==> config.mk <==
export PLATFORM = sky130hd
export DESIGN_NAME = arctan_arbiter
export DESIGN_NICKNAME = d
export VERILOG_FILES = /design/src/rtl/arctan_arbiter_pkg.sv /design/src/rtl/arctan_arbiter_rr_select.sv /design/src/rtl/arctan_arbiter.sv
export SDC_FILE = /design/constraint.sdc
export NUM_CORES = 1
export LEC_CHECK = 0
export ABC_AREA = 0
export ABC_CLOCK_PERIOD_IN_PS = 6450
export CAP_MARGIN = 25
export CELL_PAD_IN_SITES_DETAIL_PLACEMENT = 1
export CELL_PAD_IN_SITES_GLOBAL_PLACEMENT = 1
export CORE_AREA = 2 2 213 215
export DETAILED_ROUTE_END_ITERATION = 8
export DIE_AREA = 0 0 215 217
export PLACE_DENSITY = 0.73
export RECOVER_POWER = 25
export SKIP_CTS_REPAIR_TIMING = 1
export SLEW_MARGIN = 20
export SYNTH_ARGS = -nofsm -noshare
export SYNTH_HDL_FRONTEND = slang
export SYNTH_SLANG_ARGS = --single-unit
export TNS_END_PERCENT = 50
==> constraint.sdc <==
create_clock -name clk -period 6.45 [get_ports clk]
set_input_delay 1.29 -clock clk [delete_from_list [all_inputs] [get_ports clk]]
set_output_delay 1.29 -clock clk [all_outputs]
set_load 0.02 [all_outputs]
==> src/rtl/arctan_arbiter_pkg.sv <==
// Shared SCARA math package: Arctan2 operand/result widths and the
// arbiter state encoding used by arctan_arbiter.
package arctan_arbiter_pkg;

   localparam int ARG_W_DEF   = 64;
   localparam int ANGLE_W_DEF = 13;

   typedef enum logic [1:0] {
      ST_IDLE    = 2'd0,
      ST_LAUNCH  = 2'd1,
      ST_BUSY    = 2'd2,
      ST_DELIVER = 2'd3
   } arb_state_e;

endpackage

==> src/rtl/arctan_arbiter_rr_select.sv <==
// Round-robin winner selection for arctan_arbiter: the search starts at
// rr_ptr and the first set request bit wins. Purely combinational.
module arctan_arbiter_rr_select #(
   parameter int NUM_REQ = 3,
   parameter int IDX_W   = 2
) (
   input  logic [NUM_REQ-1:0] req,
   input  logic [IDX_W-1:0]   rr_ptr,
   output logic [NUM_REQ-1:0] winner,
   output logic [IDX_W-1:0]   win_idx,
   output logic               any_req
);

   int j;

   // scan requesters in rotated order, keep the first one found
   always_comb begin
      winner  = '0;
      win_idx = '0;
      any_req = 1'b0;
      j       = 0;
      for (int k = 0; k < NUM_REQ; k++) begin
         j = int'(rr_ptr) + k;
         if (j >= NUM_REQ) j = j - NUM_REQ;
         if (!any_req && req[j]) begin
            any_req    = 1'b1;
            winner[j]  = 1'b1;
            win_idx    = IDX_W'(j);
         end
      end
   end

endmodule

==> src/rtl/arctan_arbiter.sv <==
// arctan_arbiter: shares one Arctan2 unit among NUM_REQ requesters.
// Optional watchdog enabled by defining ARCTAN_ARB_TIMEOUT_EN; the default
// build has no counter and ties timeout low.
//
//   state      | meaning
//   -----------+-----------------------------------------------------------
//   ST_IDLE    | unit held in reset, no grant, arbitrating pending requests
//   ST_LAUNCH  | one cycle: grant + operands driven, enable raised
//   ST_BUSY    | waiting for atan_ready, watching for abandon / watchdog
//   ST_DELIVER | one cycle: done pulse, result in angle, unit back in reset
module arctan_arbiter
   import arctan_arbiter_pkg::*;
#(
   parameter int NUM_REQ        = 3,
   parameter int ARG_W          = ARG_W_DEF,
   parameter int ANGLE_W        = ANGLE_W_DEF,
   parameter int TIMEOUT_CYCLES = 1023
) (
   input  logic                       clk,
   input  logic                       reset,
   input  logic [NUM_REQ-1:0]         req,
   input  logic [NUM_REQ*ARG_W-1:0]   arg1,
   input  logic [NUM_REQ*ARG_W-1:0]   arg2,
   output logic [NUM_REQ-1:0]         grant,
   output logic [NUM_REQ-1:0]         done,
   output logic signed [ANGLE_W-1:0]  angle,
   output logic [ARG_W-1:0]           atan_arg1,
   output logic [ARG_W-1:0]           atan_arg2,
   output logic                       atan_enable,
   output logic                       atan_reset,
   input  logic signed [ANGLE_W-1:0]  atan_angle,
   input  logic                       atan_ready,
   output logic                       timeout
);

   localparam int IDX_W = (NUM_REQ > 1) ? $clog2(NUM_REQ) : 1;
   localparam logic [IDX_W-1:0] LAST_IDX = IDX_W'(NUM_REQ - 1);

   arb_state_e                state_q, state_d;
   logic [NUM_REQ-1:0]        grant_q, grant_d;
   logic [NUM_REQ-1:0]        done_q, done_d;
   logic [IDX_W-1:0]          idx_q, idx_d;
   logic [IDX_W-1:0]          rr_ptr_q, rr_ptr_d;
   logic signed [ANGLE_W-1:0] angle_q, angle_d;
   logic [ARG_W-1:0]          a1_q, a1_d, a2_q, a2_d;
   logic                      en_q, en_d, arst_q, arst_d;

   logic [NUM_REQ-1:0]        sel_onehot;
   logic [IDX_W-1:0]          sel_idx;
   logic                      sel_any;
   logic [ARG_W-1:0]          sel_a1, sel_a2;
   logic [IDX_W-1:0]          next_ptr;
   logic                      abandon;
   logic                      to_hit;
   logic                      go_idle;

   arctan_arbiter_rr_select #(
      .NUM_REQ (NUM_REQ),
      .IDX_W   (IDX_W)
   ) rr_select (
      .req     (req),
      .rr_ptr  (rr_ptr_q),
      .winner  (sel_onehot),
      .win_idx (sel_idx),
      .any_req (sel_any)
   );

   // the owner dropping its request while in flight abandons the operation
   assign abandon  = ~|(req & grant_q);
   assign next_ptr = (idx_q == LAST_IDX) ? '0 : idx_q + IDX_W'(1);

   // operand mux from the selected requester
   always_comb begin
      sel_a1 = '0;
      sel_a2 = '0;
      for (int k = 0; k < NUM_REQ; k++) begin
         if (sel_onehot[k]) begin
            sel_a1 = arg1[k*ARG_W +: ARG_W];
            sel_a2 = arg2[k*ARG_W +: ARG_W];
         end
      end
   end

`ifdef ARCTAN_ARB_TIMEOUT_EN
   localparam int CNT_W = $clog2(TIMEOUT_CYCLES + 1);
   localparam logic [CNT_W-1:0] CNT_LAST = CNT_W'(TIMEOUT_CYCLES - 1);

   logic [CNT_W-1:0] wd_cnt_q, wd_cnt_d;
   logic             timeout_q, timeout_d;

   // watchdog counts BUSY cycles; fires on the TIMEOUT_CYCLES-th one
   always_comb begin
      wd_cnt_d  = (state_q == ST_BUSY) ? wd_cnt_q + CNT_W'(1) : '0;
      timeout_d = (state_q == ST_BUSY) && !abandon && to_hit;
   end

   assign to_hit  = (wd_cnt_q == CNT_LAST);
   assign timeout = timeout_q;
`else
   assign to_hit  = 1'b0;
   assign timeout = 1'b0;
`endif

   // next-state and registered-output computation
   always_comb begin
      state_d  = state_q;
      grant_d  = grant_q;
      done_d   = '0;
      idx_d    = idx_q;
      rr_ptr_d = rr_ptr_q;
      angle_d  = angle_q;
      a1_d     = a1_q;
      a2_d     = a2_q;
      en_d     = en_q;
      arst_d   = arst_q;
      go_idle  = 1'b0;
      case (state_q)
         ST_IDLE: begin
            if (sel_any) begin
               state_d = ST_LAUNCH;
               grant_d = sel_onehot;
               idx_d   = sel_idx;
               a1_d    = sel_a1;
               a2_d    = sel_a2;
               en_d    = 1'b1;
               arst_d  = 1'b0;
            end
         end
         ST_LAUNCH: begin
            if (abandon) go_idle = 1'b1;
            else         state_d = ST_BUSY;
         end
         ST_BUSY: begin
            // abandon outranks a coincident ready
            if (abandon || to_hit) begin
               go_idle = 1'b1;
            end else if (atan_ready) begin
               state_d = ST_DELIVER;
               angle_d = atan_angle;
               done_d  = grant_q;
               en_d    = 1'b0;
               arst_d  = 1'b1;
            end
         end
         ST_DELIVER: go_idle = 1'b1;
         default:    go_idle = 1'b1;
      endcase
      if (go_idle) begin
         state_d  = ST_IDLE;
         grant_d  = '0;
         a1_d     = '0;
         a2_d     = '0;
         en_d     = 1'b0;
         arst_d   = 1'b1;
         rr_ptr_d = next_ptr;
      end
   end

   // state and output registers, cleared immediately on reset
   always_ff @(posedge clk or posedge reset) begin
      if (reset) begin
         state_q   <= ST_IDLE;
         grant_q   <= '0;
         done_q    <= '0;
         idx_q     <= '0;
         rr_ptr_q  <= '0;
         angle_q   <= '0;
         a1_q      <= '0;
         a2_q      <= '0;
         en_q      <= 1'b0;
         arst_q    <= 1'b1;
`ifdef ARCTAN_ARB_TIMEOUT_EN
         wd_cnt_q  <= '0;
         timeout_q <= 1'b0;
`endif
      end else begin
         state_q   <= state_d;
         grant_q   <= grant_d;
         done_q    <= done_d;
         idx_q     <= idx_d;
         rr_ptr_q  <= rr_ptr_d;
         angle_q   <= angle_d;
         a1_q      <= a1_d;
         a2_q      <= a2_d;
         en_q      <= en_d;
         arst_q    <= arst_d;
`ifdef ARCTAN_ARB_TIMEOUT_EN
         wd_cnt_q  <= wd_cnt_d;
         timeout_q <= timeout_d;
`endif
      end
   end

   assign grant       = grant_q;
   assign done        = done_q;
   assign angle       = angle_q;
   assign atan_arg1   = a1_q;
   assign atan_arg2   = a2_q;
   assign atan_enable = en_q;
   assign atan_reset  = arst_q;

endmodule
==> results of run 1 <==
power by group through the flow:
stage	clock (µW)	sequential (µW)	combinational (µW)
4_1_cts	1140	1800	6580
6_report	1090	1800	6510
2_1_floorplan	0	2290	3820
5_1_grt	1170	1850	7000
3_5_place_dp	0	1800	6550
3_3_place_gp	0	1780	6390
final cells by class:
class                           count  area (µm²)
Fill cell                        5135       28500
Clock buffer                       19         443
Timing Repair Buffer              564        5710
Antenna cell                        1        2.50
Inverter                          140         527
Tap cell                          600         751
Clock inverter                     13         164
Multi-Input combinational cell    616        4690
Sequential cell                   155        3880
flip-flops by register name (all words and copies together) (netlist names):
signal	cells
atan_arg1	64
rr_ptr_q	2
atan_reset	1
grant	3
done	3
state_q	2
angle	13
atan_arg2	64
atan_enable	1
idx_q	2
cells in the mapped netlist, types with 2 or more instances:
cell type / instances
and3_1: 2
buf_4: 4
a21oi_1: 262
clkbuf_1: 54
a221oi_1: 9
dfrtp_1: 154
inv_1: 140
buf_12: 11
buf_2: 32
and2_1: 3
o31ai_1: 2
buf_6: 4
o21ai_0: 7
mux2i_1: 5
ha_1: 9
nor2_1: 3
nand2_1: 10
mux2_2: 13
nand2b_1: 4
nand3_1: 133
a221oi_2: 119
nor2b_1: 3
nand3b_1: 3
o21a_1: 2
a21o_1: 2
a211oi_1: 4
routing by layer:
| layer | part of all wire [%] | GRT usage (%) | vias up |
|---|---|---|---|
| met4 | 3.8 | 8.28 | 0 |
| met5 | 0 | 0 | - |
| met1 | 40 | 21.8 | 5141 |
| met2 | 49 | 32.1 | 424 |
| met3 | 6.7 | 5.72 | 81 |
| li1 | - | - | 4657 |
cells by family after synthesis:
family | Yosys count
DFF | 155
adders and majority gates | 9
and+or+nand+nor | 168
other | 1
AOI/OAI and AO/OA | 420
buffers and inverters | 246
muxes | 18
per-stage QoR:
stage | utilization (%) | worst slack, ns
floorplan | - | 0.984
global placement | 34.8 | 2.32
detailed placement | 34.8 | 2.20
CTS | 36.2 | 2.71
global route | 36.2 | 1.97
finish | 36.2 | 2.48
worst reg2reg max path: cells and delay by family (launching register included):
family          cells  cell delay [ns]
compound gates      4             1.20
fa+ha+maj           1             0.51
buf+inv             2             0.54
flops               1             0.40
simple gates        2             0.60
final timing paths:
check	slack [ns]	endpoint	start
max	2.48	atan_arg1[11]	reset
min	0.47	atan_reset	atan_reset
max reg2reg	3.10	atan_arg1[47]	rr_ptr_q[0]
min reg2reg	0.47	atan_reset	atan_reset
max in group clk	2.68	atan_arg2[46]	req[1]
min in group asynchronous	2.32	atan_arg2[55]	reset
==> results.cfg, run 1 <==
[timing]
hold_viol_final = 0
final.period_utilization_pct = 61.6
finalSetupViolations = 0
holdWs_ns = 0.472
slew_headroom_pct = -139
skew_ns = 0.00989
tns_ns = 0
min_period_ns = 3.97
fmax_mhz = 252
final-max-slew-violation-count = 69
max_slew.worst_pin.slew_ns = 3.57
rsz0062_at_grt = false

[run_status]
violations = max-capacitance violations, max-slew violations
status = complete, but fails checks

[clock_network]
cts_num_sinks = 155
clk_latency_ns = 0.46
cts_max_level = 4
ctsRootBufferMaster = clkbuf_16
cts_buffers = 17
clk_pin_slew_ns = 0.07
cts_tree = yes
clockBufferDepth = 2

[place]
post-dp-hpwl_mm = 31.1
gp_congestion = 0.854
place_area_um2 = 15600
place_inst = 2075
port_buffers = 551

[synthesis]
synth_edf_count = 0
synth_cells = 1017
avgSynthCellArea_um2 = 9.54
synth-compound-area-share_pct = 35.4
synthTopCellsByArea = dfrtp_1 (40%), a221oi_2 (18%), a21oi_1 (14%), nand3_1 (6.9%), inv_1 (5.4%)
yosysTopAreaCellShare_pct = 39.7
yosys.area_share.simple_pct = 9.11
netlist_area_um2 = 9700
yosysWarningCount = 0
yosys_most_used_dff = dfrtp_1
ys_ff_latch = 155
ys_async_sr_fraction_pct = 100
synthMuxAreaShare_pct = 2.03
synth_fa_ha_area_share_pct = 1.16
seq_area_frac_synth_pct = 40.0
synth_top_family_by_area = compound AO/OA/AOI/OAI gates
yosysUniqueCellTypes = 49
synth_xor_xnor_area_share_pct = 0
syn_nets = 1429
synth_largest_area_cell = dfrtp_1

[global_route]
grt_start_max_net_pins = 137
grt_pass1_wl_mm = 68.1
grt.total_usage_pct = 18.8
antenna_found_initial = 1
grt_pass1_vias = 11300
grt-ovfl-total = 0

[min_path]
hold_depth = 2
hold_path.class = reg2reg

[routing]
drc = 0
drtIter0Drc = 537
num_vias = 10300
first_pass_iters = 5
postRouteAntennaNets = 0
vias_per_cell = 4.89
wl_mm = 44.8
post_drt_wl_per_cell_um = 21.2

[floorplan]
core-area_um2 = 44700
pin_count = 553
rows = 78
dieArea_um2 = 46700
die_x_um = 215
die_h_um = 217
start_util_pct = 21.7

[critical_path]
cp.depth = 3
criticalPathCategory = in2async
slowest_delay_ns = 1.98
cp_max_fo = 87
crit_arrival_ns = 4.51
r2r_cells = 9
worst-path-buf-inv = 3
critPathLaunchType = primary input
endpoint_kind = asynchronous set/reset pin
critPathRequiredTime_ns = 6.99
worstPathCellList = dlygate4sd3_1, clkinvlp_2, buf_12
slowest_stage = clkinvlp_2
cpLargestDelayFamily = buffers and inverters

[layout]
final_cell_area_um2 = 16200
mostFrequentLayoutCells = clkdlybuf4s50_1 (550), a21oi_1 (262), dfrtp_1 (154)
synthToLayoutAreaGrowth_pct = 66.7
drive_gt1_share_pct = 12.9
fin_nets = 1906
instances_no_fill = 2108
final_common_cell = clkdlybuf4s50_1

[pwr]
p_total_uw = 9400
powerDensity_nw_per_um2 = 581
p_sw_share_pct = 49.5
pwr-share-comb_pct = 69.3
pwr-share-clk_pct = 11.6
internal_power_uw = 4750
p_leak_uw = 0.00670
peakVddDrop_v = 0.000487
seqPwrFrac_pct = 19.1
p_switching_uw = 4650

[job]
maxCapViolations = 1
(Power assumes the default switching activity.)
==> run 2: changes to the inputs <==
Settings changed: ABC_CLOCK_PERIOD_IN_PS 6450 to 3500, CORE_AREA 2 2 213 215 to 2 2 212 214, DIE_AREA 0 0 215 217 to 0 0 214 216, PLACE_DENSITY 0.73 to 0.76.
Clock period 6.45 ns to 3.5 ns, I/O delays scaled along.
==> run 2 against run 1 <==
The run still ends with max-capacitance violations, max-slew violations left. Combinational power increased by 92%. Non-clock buffer count is 28 higher. Critical path type is now reg2reg. Worst setup slack worse by 2.1 ns. Core utilization rose by 1.2 points.
==> results.cfg, run 2 (synthesized netlist as in run 1, its figures left out) <==
[run_status]
status = complete, but fails checks
violations = max-capacitance violations, max-slew violations

[critical_path]
worstPathCellList = inv_1, ha_1, nor3_1, a21oi_1, o21a_1, nor2_4, buf_4, a221oi_1
cp_max_fo = 20
cp.depth = 8
cpLargestDelayFamily = simple AND/OR/NAND/NOR gates
worst-path-buf-inv = 2
critPathRequiredTime_ns = 3.82
endpoint_kind = register
r2r_cells = 8
crit_arrival_ns = 3.48
slowest_delay_ns = 0.75
criticalPathCategory = reg2reg
slowest_stage = nor2_4
critPathLaunchType = register

[timing]
rsz0062_at_grt = false
slew_headroom_pct = -52.4
skew_ns = 0.00949
hold_viol_final = 0
min_period_ns = 3.15
final-max-slew-violation-count = 157
fmax_mhz = 317
tns_ns = 0
max_slew.worst_pin.slew_ns = 2.29
finalSetupViolations = 0
final.period_utilization_pct = 90.1

[clock_network]
ctsRootBufferMaster = clkbuf_16
cts_max_level = 4
clk_latency_ns = 0.46
cts_buffers = 17
cts_num_sinks = 155
clockBufferDepth = 2
cts_tree = yes
clk_pin_slew_ns = 0.07

[place]
port_buffers = 551
gp_congestion = 0.879
place_area_um2 = 15900
post-dp-hpwl_mm = 32.6

[pwr]
powerDensity_nw_per_um2 = 1080
internal_power_uw = 8980
p_switching_uw = 8730
p_leak_uw = 0.00685
peakVddDrop_v = 0.000894
p_sw_share_pct = 49.3
pwr-share-clk_pct = 10.7
pwr-share-comb_pct = 70.6
seqPwrFrac_pct = 18.8

[job]
maxCapViolations = 2

[routing]
drtIter0Drc = 504
num_vias = 10500
wl_mm = 45.7
postRouteAntennaNets = 0
post_drt_wl_per_cell_um = 21.5
first_pass_iters = 5
drc = 0
vias_per_cell = 4.92

[floorplan]
pin_count = 553
core-area_um2 = 43800
rows = 77
die_h_um = 216
die_x_um = 214
start_util_pct = 22.1
dieArea_um2 = 46200

[layout]
fin_nets = 1934
synthToLayoutAreaGrowth_pct = 69.0
final_cell_area_um2 = 16400
final_common_cell = clkdlybuf4s50_1
mostFrequentLayoutCells = clkdlybuf4s50_1 (550), a21oi_1 (262), dfrtp_1 (154)
drive_gt1_share_pct = 14.4
fillers = 5005

[min_path]
hold_depth = 2
hold_path.class = reg2reg

[global_route]
grt.total_usage_pct = 19.3
antenna_found_initial = 2
grt_pass1_wl_mm = 69.4
grt-ovfl-total = 0
grt_start_max_net_pins = 84
grt_pass1_vias = 11700
## run 2: cell types whose count changed in the layout (fill, tap and decap cells not counted), moves of 2 or more
cell,change
buf_4,+20
inv_6,-2
clkbuf_8,+2
bufinv_16,-2
buf_12,+6
clkinv_2,+2
clkbuf_2,+2
## run 2: power by group through the flow
stage                     clock network [µW]  logic [µW]  registers [µW]
after floorplan                            0        7050            4230
after global placement                     0       12200            3300
after detailed placement                   0       12600            3330
after CTS                               1950       12600            3330
after global routing                    2010       13400            3430
final                                   1890       12500            3320
## run 2: area by class of cell
class                           instances  area [µm²]  share of cell area (%)
Antenna cell                            2        5.00                  0.0305
Clock buffer                           20         467                    2.85
Clock inverter                         11        95.1                   0.580
Inverter                              140         527                    3.21
Multi-Input combinational cell        616        4690                    28.6
Sequential cell                       155        3880                    23.7
Tap cell                              592         741                    4.52
Timing Repair Buffer                  592        5990                    36.6
## run 2: per-layer routing
metal	share of wire (%)	GRT usage, %	up-vias	wire [µm]
met2	50	33.6	414	23000
met5	0	0	-	0
met3	6.4	5.41	71	2930
met4	3.1	8.39	0	1420
met1	40	22.1	5271	18400
li1	-	-	4718	-
## run 2: worst min-delay path, stage by stage, from the launching register on
cell	delay, ns
dfstp_2	0.37
inv_1	0.04
a21oi_1	0.05
## run 2: per-stage QoR
step | util (%) | std cells | setup WS [ns] | hold slack (ns) | total power (µW)
after global placement | 36.2 | 2095 | -0.0393 | 0.452 | 15500
after global routing | 37.4 | 2127 | 0.0848 | 0.505 | 18800
after floorplan | - | 1017 | 0.842 | 0.448 | 11300
final | 37.4 | 2128 | 0.345 | 0.465 | 17700
after CTS | 37.5 | 2126 | 0.276 | 0.471 | 17900
after detailed placement | 36.2 | 2095 | -0.0708 | 0.460 | 15900
## run 2: path summary, 6_finish.rpt
kind | startpoint | to | slack, ns
min in group asynchronous | reset | atan_arg2[60] | 1.49
setup reg to reg | rr_ptr_q[0] | atan_arg1[57] | 0.35
hold / removal | atan_reset | atan_reset | 0.47
hold reg to reg | atan_reset | atan_reset | 0.47
max in group asynchronous | reset | atan_arg2[4] | 0.52
setup / recovery | rr_ptr_q[0] | atan_arg1[57] | 0.35
==> run 3: changes to the inputs <==
Settings changed: CORE_AREA 2 2 212 214 to 2 2 214 216, DIE_AREA 0 0 214 216 to 0 0 216 218, PLACE_DENSITY 0.76 to 0.73, SETUP_SLACK_MARGIN from default to 0.02, SYNTH_HIERARCHICAL from default to 1.
==> run 3 against run 2 <==
The run now ends clean. Count of clock-buffer cells in the layout fell by 1. Synthesized area fell by 8.1%. Synthesized cell count fell by 2.9%. Combinational power fell by 29%. Via count fell by 4.4%. Sequential power fell by 22%. Wire length fell by 5.3%. Non-clock buffer count rose by 3. Cell count fell by 0.75%. Worst setup slack improved by 0.17 ns. Sequential share of layout area rose by 0.75 points. Clock power rose by 2%.
==> results.cfg, run 3 <==
[routing]
wl_mm = 43.3
postRouteAntennaNets = 0
top_layer_used = met4
post_drt_wl_per_cell_um = 20.5
drtIter0Drc = 538
drc = 0
wl_met3_mm = 2.60
wl_met2_mm = 22.2
vias_per_cell = 4.74
wl_met1_mm = 17.5
num_vias = 10000
first_pass_iters = 5

[timing]
hold_viol_final = 0
final.period_utilization_pct = 85.2
min_period_ns = 2.98
fmax_mhz = 336
final-max-slew-violation-count = 0
max_slew.worst_pin.slew_ns = 1.27
tns_ns = 0
skew_ns = 0.00933
holdWs_ns = 0.495
slew_headroom_pct = 14.8
finalSetupViolations = 0
rsz0062_at_grt = false

[critical_path]
reg2reg_slack_ns = 0.56
r2r-end = atan_arg2[10]
cpLargestDelayFamily = buffers and inverters
r2r_start = rr_ptr_q[1]
worstPathCellList = clkdlybuf4s50_1, nand2b_1, mux2i_4, a311oi_1, o2bb2ai_1, nor2b_4, buf_12, a221o_1, nand3_1, a21oi_1
worst-path-buf-inv = 2
critPathLaunchType = primary input
endpoint_kind = register
r2r_cells = 11
critPathRequiredTime_ns = 3.88
crit_start = req[2]
slowest_stage = clkdlybuf4s50_1
cp_max_fo = 66
slowest_delay_ns = 0.68
criticalPathCategory = in2reg
crit_arrival_ns = 3.37

[pwr]
p_leak_uw = 0.00615
powerDensity_nw_per_um2 = 841
peakVddDrop_v = 0.000509

[clock_network]
cts_max_level = 4
cts_buffers = 17
clockBufferDepth = 2
cts_num_sinks = 155
clk_latency_ns = 0.46
cts_tree = yes
ctsRootBufferMaster = clkbuf_16
clk_pin_slew_ns = 0.07

[layout]
synthToLayoutAreaGrowth_pct = 78.2
antenna_cells = 0
fillers = 5134
mostFrequentLayoutCells = clkdlybuf4s50_1 (550), dfrtp_1 (154), nand2_1 (139)
drive_gt1_share_pct = 6.35
final_common_cell = clkdlybuf4s50_1
fin_nets = 1910
utilization_pct = 35.4

[place]
post-dp-hpwl_mm = 33.2
gp_congestion = 0.894
port_buffers = 551

[synthesis]
netlist_area_um2 = 8920
yosysMostFrequentCell = dfrtp_1
synthTopCellsByArea = dfrtp_1 (43%), a221o_1 (11%), nand2b_1 (6.9%), nand2_1 (5.9%), a21oi_1 (5.8%)
seq_area_frac_synth_pct = 43.5
yosysWarningCount = 6
yosys_most_used_dff = dfrtp_1
yosysTopAreaCellShare_pct = 43.2
synth_cells = 987
avgSynthCellArea_um2 = 9.03
syn_nets = 1398
ys_async_sr_fraction_pct = 100
synth_edf_count = 0
yosysUniqueCellTypes = 54
ys_ff_latch = 155
synth_largest_area_cell = dfrtp_1
yosys-top-cells-count = dfrtp_1 (154), nand2_1 (140), a21oi_1 (104), nand2b_1 (99), nand3_1 (97)

[floorplan]
pin_count = 553
rows = 78
core-area_um2 = 44900
start_util_pct = 19.9
die_h_um = 218
die_x_um = 216
dieArea_um2 = 47100

[run_status]
status = complete, no violations

[min_path]
hold_path.class = reg2reg
hold_depth = 1
holdPathEnd = angle[12]
hold_start = angle[12]

[global_route]
grt_start_max_net_pins = 80
grt.total_usage_pct = 17.9
grt_pass1_wl_mm = 64.5
grt_pass1_vias = 10800
antenna_found_initial = 0
grt-ovfl-total = 0

[job]
maxCapViolations = 0
==> run 3: changes by cell type after synthesis, sizes merged, moves of 25 or more <==
cell    before  now
a221o        0   95
nand3      133   97
a21oi      262  104
inv        140   12
a22o         1   37
nand2b       4   99
nand2       10  140
buf         52   27
a22oi        1   34
o21ai        8   38
a221oi     128    0
==> run 3: worst register-to-register path, delay by kind of cell (launching register included) <==
family / cells / cell delay, ns
simple gates: 2 / 0.28
fa+ha+maj: 1 / 0.39
flops: 1 / 0.42
compound gates: 4 / 0.99
mux: 2 / 0.49
buf+inv: 2 / 0.27
==> run 3: area by class of cell <==
class	instances	area [µm²]	area share, %
timing repair buffer	595	6030	37.9
multi-input combinational	718	4600	28.9
sequential	155	3880	24.4
tap	600	751	4.72
clock buffer	19	453	2.85
clock inverter	13	141	0.890
inverter	12	46.3	0.291
==> run 3: metrics by stage <==
step	setup WS, ns	area (µm²)	std cells	power, µW
after floorplan	0.842	8920	987	7890
after global placement	0.237	15300	2080	11300
after detailed placement	0.111	15300	2080	11600
after CTS	0.629	15900	2112	13600
after global routing	0.361	15900	2112	14400
final	0.520	15900	2112	13400
==> run 3: cells by family after synthesis <==
kind of cell | Yosys count | share of synthesized area, %
mux | 17 | 2.51
other cells | 1 | 0.0421
buf+inv | 114 | 5.58
flops | 155 | 43.5
compound gates | 332 | 27.3
simple gates | 360 | 19.9
fa+ha+maj | 8 | 1.12
==> run 3: worst max-delay path by stage <==
stage | slack [ns] | end | cells past startpoint
detailed placement | 0.11 | atan_arg2[8] | 10
finish | 0.52 | atan_arg2[10] | 10
floorplan | 0.84 | angle[0] | 1
global route | 0.36 | atan_arg1[54] | 11
CTS | 0.63 | atan_arg2[8] | 10
global placement | 0.24 | atan_arg2[8] | 10
==> run 3: layer usage <==
metal,vias to the layer above,global-route usage (%)
li1,4649,-
met1,4943,20.7
met2,369,32.1
met3,52,4.18
met4,0,6.62
met5,-,0
==> run 3: where the power goes <==
| group | internal [µW] | leakage (µW) | switching (µW) |
|---|---|---|---|
| registers | 2320 | 0.00208 | 272 |
| logic | 3780 | 0.00379 | 5060 |
| clock network | 1090 | 0.000286 | 840 |
| total | 7190 | 0.00615 | 6170 |
